==> config.mk <==
export PLATFORM = sky130hd
export DESIGN_NAME = ps2_move_decoder
export DESIGN_NICKNAME = d
export VERILOG_FILES = /design/src/rtl/ps2_move_decoder.sv
export SDC_FILE = /design/constraint.sdc
export NUM_CORES = 1
export LEC_CHECK = 0
export CORE_MARGIN = 3
export CORE_UTILIZATION = 50
export CTS_CLUSTER_SIZE = 12
export DETAILED_ROUTE_END_ITERATION = 8
export PLACE_DENSITY = 0.71
export SLEW_MARGIN = 20
export SYNTH_ARGS = -nofsm -noshare
export SYNTH_HDL_FRONTEND = slang
export SYNTH_SLANG_ARGS = --single-unit
==> constraint.sdc <==
create_clock -name clk -period 3.5 [get_ports clk]
set_clock_uncertainty 0.1 [all_clocks]
set_input_delay 0.525 -clock clk [delete_from_list [all_inputs] [get_ports clk]]
set_output_delay 0.525 -clock clk [all_outputs]
set_load 0.05 [all_outputs]
==> src/rtl/ps2_move_decoder.sv <==
// PS/2 scan-code parser feeding a per-frame move code; held mask updates 1 cycle after rx_done_tick,
// move/move_valid 1 cycle after frame_tick; no backpressure, every byte and frame strobe is consumed.
module ps2_move_decoder #(
    parameter logic [19:0] PREFIX_TIMEOUT = 20'd500000,
    parameter logic [7:0]  SC_UP          = 8'h1D,
    parameter logic [7:0]  SC_LEFT        = 8'h1C,
    parameter logic [7:0]  SC_DOWN        = 8'h1B,
    parameter logic [7:0]  SC_RIGHT       = 8'h23,
    parameter logic [7:0]  SC_ACTION      = 8'h29
) (
    input  logic       clk,
    input  logic       resetn,
    input  logic       rx_done_tick,
    input  logic [7:0] rx_data,
    input  logic       frame_tick,
    output logic [2:0] move,
    output logic       move_valid,
    output logic [4:0] held,
    output logic       proto_err
);

    typedef enum logic [1:0] {ST_IDLE, ST_E0, ST_F0, ST_E0F0} state_t;

    state_t      r_state;
    state_t      w_state_nxt;
    logic [19:0] r_cnt;
    logic [4:0]  r_held;
    logic [2:0]  r_move;
    logic        r_move_valid;
    logic        r_proto_err;
    logic        r_tap_pending;
    logic [2:0]  r_tap_key;
    logic [2:0]  r_last_key;

    logic        w_make;
    logic        w_break;
    logic        w_ext;
    logic        w_err;
    logic        w_timeout;
    logic [2:0]  w_code;
    logic        w_hit;
    logic [4:0]  w_bit;
    logic        w_last_held;
    logic [2:0]  w_sel;

    // Key codes double as move codes; held bit index is code-1.
    function automatic logic [2:0] key_code(input logic [7:0] b, input logic ext);
        logic [2:0] c;
        c = 3'd0;
        if (!ext) begin
            if (b == SC_UP)          c = 3'd1;
            else if (b == SC_LEFT)   c = 3'd2;
            else if (b == SC_DOWN)   c = 3'd3;
            else if (b == SC_RIGHT)  c = 3'd4;
            else if (b == SC_ACTION) c = 3'd5;
        end else begin
            if (b == 8'h75)          c = 3'd1;
            else if (b == 8'h6B)     c = 3'd2;
            else if (b == 8'h72)     c = 3'd3;
            else if (b == 8'h74)     c = 3'd4;
        end
        return c;
    endfunction

    always_comb begin
        w_state_nxt = r_state;
        w_make      = 1'b0;
        w_break     = 1'b0;
        w_ext       = 1'b0;
        w_err       = 1'b0;
        w_timeout   = (r_state != ST_IDLE) && (r_cnt == PREFIX_TIMEOUT - 20'd1);
        if (rx_done_tick) begin
            case (r_state)
                ST_IDLE: begin
                    if (rx_data == 8'hF0)      w_state_nxt = ST_F0;
                    else if (rx_data == 8'hE0) w_state_nxt = ST_E0;
                    else                       w_make = 1'b1;
                end
                ST_E0: begin
                    if (rx_data == 8'hF0)      w_state_nxt = ST_E0F0;
                    else if (rx_data == 8'hE0) w_err = 1'b1;
                    else begin
                        w_make      = 1'b1;
                        w_ext       = 1'b1;
                        w_state_nxt = ST_IDLE;
                    end
                end
                ST_F0: begin
                    w_state_nxt = ST_IDLE;
                    if (rx_data == 8'hE0 || rx_data == 8'hF0) w_err = 1'b1;
                    else                                      w_break = 1'b1;
                end
                default: begin
                    w_state_nxt = ST_IDLE;
                    w_ext       = 1'b1;
                    if (rx_data == 8'hE0 || rx_data == 8'hF0) w_err = 1'b1;
                    else                                      w_break = 1'b1;
                end
            endcase
        end else if (w_timeout) begin
            w_state_nxt = ST_IDLE;
            w_err       = 1'b1;
        end
    end

    assign w_code      = key_code(rx_data, w_ext);
    assign w_hit       = (w_code != 3'd0);
    assign w_bit       = w_hit ? (5'd1 << (w_code - 3'd1)) : 5'd0;
    assign w_last_held = (r_last_key != 3'd0) && |(r_held & (5'd1 << (r_last_key - 3'd1)));

    always_comb begin
        w_sel = 3'd0;
        if (r_tap_pending)  w_sel = r_tap_key;
        else if (w_last_held) w_sel = r_last_key;
        else if (r_held[0]) w_sel = 3'd1;
        else if (r_held[2]) w_sel = 3'd3;
        else if (r_held[1]) w_sel = 3'd2;
        else if (r_held[3]) w_sel = 3'd4;
        else if (r_held[4]) w_sel = 3'd5;
    end

    always_ff @(posedge clk or negedge resetn) begin
        if (!resetn) begin
            r_state       <= ST_IDLE;
            r_cnt         <= 20'd0;
            r_held        <= 5'd0;
            r_move        <= 3'd0;
            r_move_valid  <= 1'b0;
            r_proto_err   <= 1'b0;
            r_tap_pending <= 1'b0;
            r_tap_key     <= 3'd0;
            r_last_key    <= 3'd0;
        end else begin
            r_state      <= w_state_nxt;
            r_move_valid <= frame_tick;
            if (rx_done_tick || w_timeout || r_state == ST_IDLE) r_cnt <= 20'd0;
            else                                                 r_cnt <= r_cnt + 20'd1;
            if (w_err) r_proto_err <= 1'b1;
            if (frame_tick) begin
                r_move        <= w_sel;
                r_tap_pending <= 1'b0;
            end
            // A make landing on the sample edge re-arms the tap for the following frame.
            if (w_make && w_hit && !(|(r_held & w_bit))) begin
                r_held     <= r_held | w_bit;
                r_last_key <= w_code;
                if (!r_tap_pending || frame_tick) begin
                    r_tap_pending <= 1'b1;
                    r_tap_key     <= w_code;
                end
            end
            if (w_break && w_hit) begin
                r_held <= r_held & ~w_bit;
                if (r_last_key == w_code) r_last_key <= 3'd0;
            end
        end
    end

    assign move       = r_move;
    assign move_valid = r_move_valid;
    assign held       = r_held;
    assign proto_err  = r_proto_err;

endmodule

==> metrics.json, run 1 <==
{
  "synth.ff_latch_count": 39,
  "yosys.cell_types.count": 55,
  "worstSetupEndpointType": "flip-flop",
  "unrepaired_setup_endpoints_after_global_routing": "no",
  "antenna_found_initial": 0,
  "cts-root-to-sink-buffers": 2,
  "power.density_nw_per_um2": 337,
  "highest-signal-layer": "met4",
  "dpl.cell_count": 356,
  "postPlaceCellArea_um2": 2780,
  "finalHoldViolations": 0,
  "fp.coreArea_um2": 4530,
  "cts-buffers-inserted": 5,
  "cts_tree": "yes",
  "slew_viol_final": 0,
  "ctsRootBufferMaster": "clkbuf_8",
  "io_buffer_count": 21,
  "timing.critical_path.required_ps": 3560,
  "wl_per_cell_um": 13.8,
  "die_y_um": 75.7,
  "cell_type_with_the_highest_aggregate_area_in_the_netlist": "dfrtp_1",
  "detail-route-antenna-nets": 0,
  "post_layout_nonfiller_instances": 364,
  "footprint_of_the_multi_input_gates_um2": 1370,
  "seq_area_frac_synth": 0.401,
  "synth.net_count": 279,
  "met1_length_um": 2500,
  "leakagePower_nw": 1.11,
  "starting_density": 0.536,
  "antenna_cells": 0,
  "area_growth_pct": 17.9,
  "dieArea_um2": 5740,
  "clk_latency_ps": 280,
  "synth_enable_flop_cells": 0,
  "yosys_warnings": 0,
  "grt_pass1_vias": 1954,
  "setup-tns-final_ps": 0,
  "globalplace.congestion": 0.840,
  "netlist.area_leader.share": 0.401,
  "max_freq_mhz": 323,
  "drtPass1Iterations": 4,
  "netlist_top_cells_area": "dfrtp_1 (40%), nor2_1 (5.2%), xor2_1 (3.6%), a21oi_1 (3.5%), xnor2_1 (2.9%)",
  "worstPathArrival_ps": 3160,
  "status": "finished, final reports clean",
  "detailroute.via_count": 2061,
  "met3RoutedLength_um": 126,
  "path_class": "in2reg",
  "final-setup-viol-count": 0,
  "synthArstFlopShare": 1.00,
  "post_cts_hold_buffer_count": 0,
  "layout.cells.most_common_list": "dfrtp_1 (39), nor2_1 (34), clkdlybuf4s50_1 (20)",
  "routed_wl_um": 5030,
  "mostFrequentLayoutCell": "dfrtp_1",
  "overflow": 0,
  "ctsResizeCount": 0,
  "yosys_most_used_dff": "dfrtp_1",
  "max_cap_viol_count": 0,
  "fill_count": 411,
  "timing.slew.headroom": 0.438,
  "groute.usage.overall": 0.195,
  "layout_min_cycle_time_ps": 3090,
  "placed_wire_length_estimate_um": 3720,
  "startpoint_type": "input port",
  "max_slew.worst_pin.slew_ps": 843,
  "finalHoldWorstSlack_ps": 242,
  "final_min_period_over_clock_period": 0.883,
  "finish.instance_area_um2": 2870,
  "drive_gt1_frac": 0.124,
  "cp_slowest_cell": "or4b_4",
  "detail_route.drc_violations": 0,
  "cts_setup_buffers": 0,
  "clkSlewWorstSetupHoldPaths_ps": 70,
  "post_synth_instance_area_um2": 2430,
  "worst_vdd_ir_uv": 248,
  "reg2reg_setup_slack_ps": 1060,
  "vias_per_cell": 5.66,
  "final_nets": 312,
  "wl_met2_um": 2380,
  "cts_max_level": 2,
  "netlist_instances": 265,
  "cpPeakStageDelay_ps": 560,
  "area.sequential_um2": 976,
  "num_io_pins": 22,
  "grt_first_pass_wirelength_um": 8770,
  "grt_max_degree": 40,
  "die_w_um": 75.7,
  "timing.critical_path.cells": "clkdlybuf4s50_1, or4b_4, o41a_4, mux2i_4, mux2_4, nand2_2, and4_4, mux2_4",
  "num_rows": 24,
  "post_synth.cell_area_avg_um2": 9.17,
  "dr.first_iter.drc_count": 137,
  "holdCritPathClass": "in2async",
  "worstPathMaxFanout": 4,
  "cts.sink_count": 39,
  "worst_path_most_repeated_cell": "mux2_4"
}
## cells in the mapped netlist, types with 5 or more instances
master and number:
xnor2_1 8, inv_1 10, nor2b_1 6, xor2_1 10, nor2_1 34, nor3b_1 5, clkbuf_1 8, nand3_1 10
nand2_1 18, dfrtp_1 39, nand2b_1 5, o21ai_0 11, mux2i_1 6, nor3_1 7, a211oi_1 5, a21oi_1 17
## metal layers
| metal | up-vias | GRT usage |
|---|---|---|
| met3 | 4 | 0.0330 |
| met2 | 31 | 0.325 |
| met4 | 0 | 0.0369 |
| met5 | - | 0 |
| met1 | 999 | 0.269 |
| li1 | 1027 | - |
## worst max-delay path, delay by kind of cell
family	cells	cell delay (ps)
simple gates	3	890
mux	3	830
compound gates	1	490
buf+inv	1	420
## layout make-up
class,instances,share of cell area
timing repair buffer,36,0.111
clock buffer,7,0.0266
tap,65,0.0284
clock inverter,1,0.00175
inverter,10,0.0131
sequential,39,0.341
multi-input combinational,206,0.479
## path summary, 6_finish.rpt
path	startpoint	depth (start not counted)	end
max	rx_data[2]	8	r_tap_key[2]
min	resetn	1	async pin
max reg2reg	r_state[1]	6	r_tap_key[2]
min reg2reg	proto_err	1	proto_err
max in group asynchronous	resetn	1	r_cnt[16]
min in group clk	proto_err	1	proto_err
## logic make-up after synthesis
| logic type | share of synthesized area |
|---|---|
| buffers and inverters | 0.0345 |
| multiplexers | 0.0633 |
| AO/OA/AOI/OAI | 0.165 |
| adder cells (fa/ha/maj) | 0.0103 |
| AND/OR/NAND/NOR | 0.261 |
| XOR/XNOR | 0.0648 |
| flip-flops | 0.401 |
## through the flow
stage	util	worst slack, ps	power [mW]
floorplan	-	412	0.621
global placement	0.614	142	0.682
detailed placement	0.614	112	0.685
CTS	0.632	415	0.976
global route	0.632	309	1.02
finish	0.632	409	0.965
## power by group
group	internal, mW	total, mW	switching, mW	leakage (nW)
Sequential	0.467	0.493	0.0259	0.532
Combinational	0.0827	0.183	0.101	0.531
Clock	0.140	0.288	0.149	0.0422
Total	0.690	0.965	0.275	1.11
Power figures use the tool's default switching activity.
==> inputs of run 2 (changes only) <==
- SKIP_CTS_REPAIR_TIMING: unset -> 1
==> results of run 2 <==
No change in the layout: final DEF, timing and power equal those of run 1.
